## config.mk

```make
export PLATFORM = sky130hd
export DESIGN_NAME = instr_fetch_unit
export DESIGN_NICKNAME = d
export VERILOG_FILES = /design/src/rtl/instr_fetch_unit.sv
export SDC_FILE = /design/constraint.sdc
export NUM_CORES = 1
export LEC_CHECK = 0
export CORE_ASPECT_RATIO = 0.8
export CORE_MARGIN = 8
export CORE_UTILIZATION = 45
export DETAILED_ROUTE_END_ITERATION = 8
export HOLD_SLACK_MARGIN = 0.05
export PLACE_DENSITY = 0.74
export SETUP_SLACK_MARGIN = 0.4
export SYNTH_ARGS = -nofsm -noshare
export SYNTH_HDL_FRONTEND = slang
export SYNTH_SLANG_ARGS = --single-unit
export TNS_END_PERCENT = 5
```

## constraint.sdc

```tcl
create_clock -name clk -period 6.2 [get_ports clk]
set_input_delay 1.24 -clock clk [delete_from_list [all_inputs] [get_ports clk]]
set_output_delay 1.24 -clock clk [all_outputs]
set_load 0.03 [all_outputs]
```

## src/rtl/instr_fetch_unit.sv

```systemverilog
// -----------------------------------------------------------------------------
// instr_fetch_unit
//
// Purpose:
//   Fetch stage in front of decode and the control unit. It holds the PC and
//   issues one word-aligned 32-bit fetch at a time to instruction memory over a
//   valid/ready request channel. At most one request is outstanding. Returned
//   words are buffered with their PC in a small registered FIFO and presented
//   to decode over a valid/ready interface. A taken-branch redirect from
//   execute reloads the PC, flushes the FIFO and discards any in-flight
//   response.
//
// Parameters:
//   RESET_PC    PC loaded on reset
//   FIFO_DEPTH  instruction buffer entries (power of 2, >= 2)
//
// Ports:
//   clk, rst                   single rising-edge clock, synchronous active-high reset
//   imem_req_valid/_addr/_ready  fetch request channel to instruction memory
//   imem_resp_valid/_data      fetch response (>= 1 cycle after acceptance)
//   redirect_valid/_pc         taken branch/jump target (bits [1:0] ignored)
//   if_valid/_ready            decode handshake on the FIFO head
//   if_instr/_pc/_opcode       head instruction, its PC and opcode (0 when empty)
//
// Configuration:
//   IFU_PERF_CNT_EN  when defined, adds fetch_count (instructions popped by
//                    decode) and flush_count (redirect cycles); both wrap mod 2^32.
// -----------------------------------------------------------------------------
module instr_fetch_unit #(
    parameter logic [31:0] RESET_PC   = 32'h0000_0000,
    parameter int          FIFO_DEPTH = 2
) (
    input  logic        clk,
    input  logic        rst,
    output logic        imem_req_valid,
    output logic [31:0] imem_req_addr,
    input  logic        imem_req_ready,
    input  logic        imem_resp_valid,
    input  logic [31:0] imem_resp_data,
    input  logic        redirect_valid,
    input  logic [31:0] redirect_pc,
    output logic        if_valid,
    input  logic        if_ready,
    output logic [31:0] if_instr,
    output logic [31:0] if_pc,
    output logic [6:0]  if_opcode
`ifdef IFU_PERF_CNT_EN
    ,
    output logic [31:0] fetch_count,
    output logic [31:0] flush_count
`endif
);

    localparam int PTR_W = (FIFO_DEPTH > 1) ? $clog2(FIFO_DEPTH) : 1;
    localparam int CNT_W = $clog2(FIFO_DEPTH + 1);

    typedef enum logic [1:0] {
        S_REQ  = 2'd0,
        S_WAIT = 2'd1,
        S_DROP = 2'd2
    } state_t;

    state_t             state_q, state_d;
    logic [31:0]        pc_q, pc_d;
    logic [PTR_W-1:0]   wr_ptr_q, wr_ptr_d;
    logic [PTR_W-1:0]   rd_ptr_q, rd_ptr_d;
    logic [CNT_W-1:0]   count_q, count_d;
    logic [31:0]        fifo_instr_q [FIFO_DEPTH];
    logic [31:0]        fifo_pc_q    [FIFO_DEPTH];

    logic               req_fire;
    logic               push;
    logic               pop;

    // Requests are only offered with a free FIFO slot (credit), so a push can
    // never overflow; a redirect suppresses the request for that cycle since
    // the address is about to change.
    assign imem_req_valid = !rst && (state_q == S_REQ) &&
                            (count_q < CNT_W'(FIFO_DEPTH)) && !redirect_valid;
    assign imem_req_addr  = rst ? 32'h0 : pc_q;
    assign req_fire       = imem_req_valid && imem_req_ready;

    assign if_valid  = !rst && (count_q != '0);
    assign if_instr  = if_valid ? fifo_instr_q[rd_ptr_q] : 32'h0;
    assign if_pc     = if_valid ? fifo_pc_q[rd_ptr_q]    : 32'h0;
    assign if_opcode = if_instr[6:0];
    assign pop       = if_valid && if_ready;

    always_comb begin
        state_d = state_q;
        pc_d    = pc_q;
        push    = 1'b0;
        case (state_q)
            S_REQ: begin
                if (req_fire) state_d = S_WAIT;
            end
            S_WAIT: begin
                if (imem_resp_valid) begin
                    state_d = S_REQ;
                    // A response coinciding with a redirect belongs to the
                    // wrong path and is dropped.
                    if (!redirect_valid) begin
                        push = 1'b1;
                        pc_d = pc_q + 32'd4;
                    end
                end else if (redirect_valid) begin
                    // Response still owed by memory; swallow it in S_DROP.
                    state_d = S_DROP;
                end
            end
            S_DROP: begin
                if (imem_resp_valid) state_d = S_REQ;
            end
            default: state_d = S_REQ;
        endcase
        if (redirect_valid) pc_d = redirect_pc & ~32'h3;
    end

    // Flush wins over any push or pop in the same cycle.
    always_comb begin
        wr_ptr_d = wr_ptr_q;
        rd_ptr_d = rd_ptr_q;
        count_d  = count_q;
        if (redirect_valid) begin
            wr_ptr_d = '0;
            rd_ptr_d = '0;
            count_d  = '0;
        end else begin
            if (push) wr_ptr_d = wr_ptr_q + PTR_W'(1);
            if (pop)  rd_ptr_d = rd_ptr_q + PTR_W'(1);
            case ({push, pop})
                2'b10:   count_d = count_q + CNT_W'(1);
                2'b01:   count_d = count_q - CNT_W'(1);
                default: count_d = count_q;
            endcase
        end
    end

    always_ff @(posedge clk) begin
        if (rst) begin
            state_q  <= S_REQ;
            pc_q     <= RESET_PC;
            wr_ptr_q <= '0;
            rd_ptr_q <= '0;
            count_q  <= '0;
        end else begin
            state_q  <= state_d;
            pc_q     <= pc_d;
            wr_ptr_q <= wr_ptr_d;
            rd_ptr_q <= rd_ptr_d;
            count_q  <= count_d;
        end
    end

    // Buffer storage carries data only; occupancy is tracked by count_q.
    always_ff @(posedge clk) begin
        if (push) begin
            fifo_instr_q[wr_ptr_q] <= imem_resp_data;
            fifo_pc_q[wr_ptr_q]    <= pc_q;
        end
    end

`ifdef IFU_PERF_CNT_EN
    logic [31:0] fetch_count_q, fetch_count_d;
    logic [31:0] flush_count_q, flush_count_d;

    // A pop in a redirect cycle is squashed by the flush, so it is not counted.
    always_comb begin
        fetch_count_d = fetch_count_q;
        flush_count_d = flush_count_q;
        if (pop && !redirect_valid) fetch_count_d = fetch_count_q + 32'd1;
        if (redirect_valid)         flush_count_d = flush_count_q + 32'd1;
    end

    always_ff @(posedge clk) begin
        if (rst) begin
            fetch_count_q <= 32'h0;
            flush_count_q <= 32'h0;
        end else begin
            fetch_count_q <= fetch_count_d;
            flush_count_q <= flush_count_d;
        end
    end

    assign fetch_count = rst ? 32'h0 : fetch_count_q;
    assign flush_count = rst ? 32'h0 : flush_count_q;
`endif

endmodule
```

==> After elaboration in Yosys (flattened, before gate mapping) <==
Memory sizes are Yosys's and may differ from the RTL's. A register that Yosys moved wholly into a read port is not among the register bits.
Index checks and enable logic that the tools add are counted.
{ "op_classes": {"shift": 0, "muxes": 21, "n_div": 0, "n_reduce_logical": 17, "eq_ne": 7, "order_cmp": 1, "n_mul": 0, "bitwise_logic": 0, "addsub": 5} }
{ "op_table": {"columns": ["operator", "n"], "rows": [
  ["$mux 32", 6],
  ["$add 32x3->32 const B", 1],
  ["$mux 1", 9],
  ["$mux 2", 4],
  ["$reduce_bool 2->1", 4],
  ["$logic_and 1x1->1", 6],
  ["$pmux 2 s3", 1],
  ["$eq 2x1->1 const B", 2],
  ["$eq 2x2->1 const B", 2],
  ["$ne 2x2->1 const B", 2],
  ["$pmux 2 s2", 1],
  ["$reduce_and 2->1", 2],
  ["$ne 3x3->1 const B", 1],
  ["$reduce_and 3->1", 1],
  ["$add 1x1->1 const B", 2],
  ["$add 2x1->2 const B", 1],
  ["$logic_not 1->1", 2],
  ["$logic_not 2->1", 1],
  ["$lt 2x2->1 const B", 1],
  ["$reduce_or 2->1", 1],
  ["$sub 2x1->2 const B", 1]
]} }
{ "totals": {"rom_bits": 0, "word_cells": 59, "inputBits": 70, "n_memories": 2, "ram_bits": 128, "output_inout_bits": 105, "regBits": 38, "latch_bits": 0} }
{ "memory_table": {"columns": ["memory", "words", "word_bits", "rd", "rd_ports_with_merged_regs", "write_ports", "line_no", "source"], "rows": [
  ["fifo_instr_q", 2, 32, 1, 1, 1, "68", "logic [31:0] fifo_instr_q [FIFO_DEPTH];"],
  ["fifo_pc_q", 2, 32, 1, 1, 1, "69", "logic [31:0] fifo_pc_q [FIFO_DEPTH];"]
]} }

==> Longest topological paths before layout <==
{ "logic_depth": {"depth_word": 7, "depth_mapped": 8, "mapped_depth_nobuf": 8} }

==> Worst setup path before layout <==
Ideal clock, no wire load.
{ "synth_timing": {"kind": "in2reg", "from": "input port redirect_valid", "to": "memory fifo_instr_q[0][0] (enable)", "cell_stages": 5, "t_required_ns": 5.718, "path_buffers": 2, "setup_ns": 0.482, "arrival_ns": 4.526, "slack_ns": 1.191, "path_cell_list": "inv_1 -> clkbuf_1 -> clkbuf_1 -> nand2_1 -> nor2_1"} }
{ "synth_via": {"elab_chain_cells": 5} }
{ "synth_rtl": {"columns": ["element", "line_no", "source"], "rows": [
  ["start: declaration", "40", "input logic redirect_valid,"],
  ["$mux 1", "102", "if (!redirect_valid) begin"],
  ["$mux 1", "98", "if (imem_resp_valid) begin"],
  ["$mux 1", "93", "case (state_q)"],
  ["$mux 1", "157", "if (push) begin"],
  ["$mux 1 (not written as such)", "158", "fifo_instr_q[wr_ptr_q] <= imem_resp_data;"],
  ["end: declaration", "68", null]
]} }
Every way passes these cells.

==> Final worst setup path <==
{ "layout_timing": {"from": "input port redirect_valid", "to": "output port imem_req_valid"} }
{ "layout_via": {"elab_chain_cells": 2} }
{ "layout_rtl": {"columns": ["element", "line_no", "source"], "rows": [
  ["$logic_not 1->1", null, null],
  ["$logic_and 1x1->1", "79", "(count_q < CNT_W'(FIFO_DEPTH)) && !redirect_valid;"],
  ["end: declaration", "35", "output logic imem_req_valid,"]
]} }
Every way passes these cells.

==> impl_metrics.toml <==
[power]
ir_drop_v = 0.000192
power_density_nw_per_um2 = 255
cellLeakagePower_nw = 2.96

[synth]
synthSimpleGateAreaFrac_pct = 15.4
ys_ff_latch = 161
synth.area.mux_share_pct = 9.06
avgSynthCellArea_um2 = 12.5
yosys.cell_types.count = 47
synth_compound_gate_area_share_pct = 5.80
synthAdderAreaFrac_pct = 0.359
syn_area_um2 = 6970
syn_inst = 556
yosys-top-cells-area = "edfxtp_1, dfxtp_1, mux2i_1"
synth_top_family_by_area = "simple AND/OR/NAND/NOR gates"
synthDominantCellAreaShare_pct = 53.4
ys_seq_area_share_pct = 64.0
yosys_warnings = 0
synth_top_area_cell = "edfxtp_1"
synth_xor_area_share_pct = 1.76

[global_route]
antenna_found_initial = 0
met3_usage_pct = 4.95
grt_pass1_wl_um = 27000
grt.total_usage_pct = 17.5
grt_pass1_vias = 5107
grt_max_degree = 63
met2_usage_pct = 28.8
globalRouteOverflowTotal = 0
grt_busiest_layer = "met2"
grt_use_met1_pct = 22.1

[worst_hold_path]
hold_class = "reg2reg"

[clock_tree]
postCtsSetupRepairBufs = 0
cts_hold_buf = 0
htreeDepth = 4
clockBufferDepth = 2
numCtsBuffers = 17
tritoncts = "yes"
clk-insertion-delay-late_ns = 0.41
clkSinkCount = 161
cts_resized = 0
clk_pin_slew_worst_paths_ns = 0.06
root_buffer = "clkbuf_16"

[worst_setup_path]
path_delay_family = "buffers and inverters"
crit_arrival_ns = 3.46
crit_path_end_kind = "primary output"
path_max_fanout = 16
worstSetupPathType = "in2out"
crit_slowest_cell = "clkdlybuf4s50_1"
critical_path.most_common_cell = "clkdlybuf4s50_1"
critical_path_required_ns = 4.96
startpoint_type = "primary input"
crit_chain = "clkdlybuf4s50_1 > or2_2 > nor4_1 > clkdlybuf4s50_1"
crit_buf_inv = 2
slowest_delay_ns = 0.75

[run]
maxCapViolations = 0

[final_layout]
diodes = 0
synthToLayoutAreaGrowth_pct = 34.2
nets = 779
multi_input_area_um2 = 2290
fill_cells = 1183
utilization_pct = 62.1
stdcell_count = 930
seqCellArea_um2 = 4470
drive_gt1_share_pct = 6.67

[floorplan]
core_um2 = 15100
die_h_um = 127
row_count = 40
floorplan.initialDensity_pct = 46.3
pin_count = 175
dieWidth_um = 155
dieArea_um2 = 19800

[sta]
drv_slew = 0
fin_crit_sh_pct = 75.8
post-route-min-period_ns = 4.70
grt_setup_unrepaired = "no"
hold_viol = 0
setup_viol = 0
fmax_mhz = 213
slew_headroom_pct = 22.5
max_slew.worst_pin.slew_ns = 1.16
fin_tns_setup_ns = 0
whs_ns = 0.502
clock_skew_ns = 0.00534

[placed_design]
portBuffers = 168
post-dp-hpwl_um = 11800
gp_congestion = 0.771
place_inst = 898

[route]
wl_um = 17400
drc = 0
viasPerCell = 5.29
drt_iter0_drc = 314
firstDrtPassIters = 5
wl_per_cell_um = 18.7
vias = 4916
ant_nets = 0

[status]
status = "finished, final reports clean"
-- final timing paths --
check	from	to	slack [ns]	depth (start not counted)
setup / recovery	redirect_valid	imem_req_valid	1.50	4
hold / removal	pc_q[31]	fifo_pc_q[0][31]	0.50	0
setup reg to reg	pc_q[4]	pc_q[23]	3.60	4
hold reg to reg	pc_q[31]	fifo_pc_q[0][31]	0.50	0
-- synthesized netlist by cell type, drive strengths merged --
master	count
o31ai	7
or4	14
a32o	1
o21ai	15
inv	7
nor4	7
buf	15
nand2	14
conb	1
mux2i	62
nand3	11
and4	3
a2111oi	2
nor2b	28
ha	2
dfxtp	37
a21oi	4
and3b	1
nor2	92
o2111a	1
nand4	9
edfxtp	124
nand4b	1
a31oi	1
xor2	4
or3b	1
o211a	2
or2	1
mux2	1
a211oi	8
and2	2
nand3b	1
xnor2	10
and3	6
clkbuf	30
or3	10
nor4b	1
or4b	1
a311oi	13
nor3	4
a32oi	2
-- cell usage in the layout, fill, tap and decap left out, types with 9 or more instances in the layout --
master             n
clkdlybuf4s50_1  167
edfxtp_1         124
nor2_1            91
mux2i_1           62
dfxtp_1           36
nor2b_1           28
clkbuf_16         17
nand2_1           14
or4_1             14
o21ai_0           14
a311oi_1          13
nand3_1           11
xnor2_1           10
or3_1              9
-- per-stage QoR --
step / setup WS (ns) / power, mW / area [um2]
after floorplan: 1.19 / 1.30 / 6980
after global placement: 1.50 / 1.38 / 8770
after detailed placement: 1.50 / 1.38 / 8770
after CTS: 1.48 / 2.41 / 9360
after global routing: 1.38 / 2.46 / 9360
final: 1.50 / 2.38 / 9360
-- metal layers --
| layer | up-vias | part of all wire, % |
|---|---|---|
| li1 | 2357 | - |
| met1 | 2383 | 45 |
| met2 | 163 | 48 |
| met3 | 13 | 6.4 |
| met4 | 0 | 0.84 |
| met5 | - | 0 |
-- logic make-up (layout without fill, tap and decap cells) --
group,Yosys count,in the layout
AO/OA/AOI/OAI,56,56
XOR/XNOR,14,14
adder cells (fa/ha/maj),2,2
buffers and inverters,52,213
flip-flops,161,161
multiplexers,63,63
other,1,4
AND/OR/NAND/NOR,207,207
-- layout make-up --
cell class | instances | area share (%)
Tap cell | 210 | 2.81
Clock inverter | 14 | 1.68
Timing Repair Buffer | 174 | 18.4
Multi-Input combinational cell | 346 | 24.5
Sequential cell | 161 | 47.8
Clock buffer | 18 | 4.59
Inverter | 7 | 0.281
-- sequential cells by signal (all words and copies together), names as in the netlist, named ones only --
name	cells
wr_ptr_q	1
fifo_pc_q	60
pc_q	30
fifo_instr_q	64
state_q	2
count_q	2
rd_ptr_q	1
-- power by group --
group          switching [mW]  internal (mW)  leakage (nW)  total [mW]
Clock                   0.425          0.599         0.273        1.02
Sequential             0.0292           1.18          1.45        1.21
Combinational          0.0747         0.0774          1.24       0.152
(Power assumes the default switching activity.)
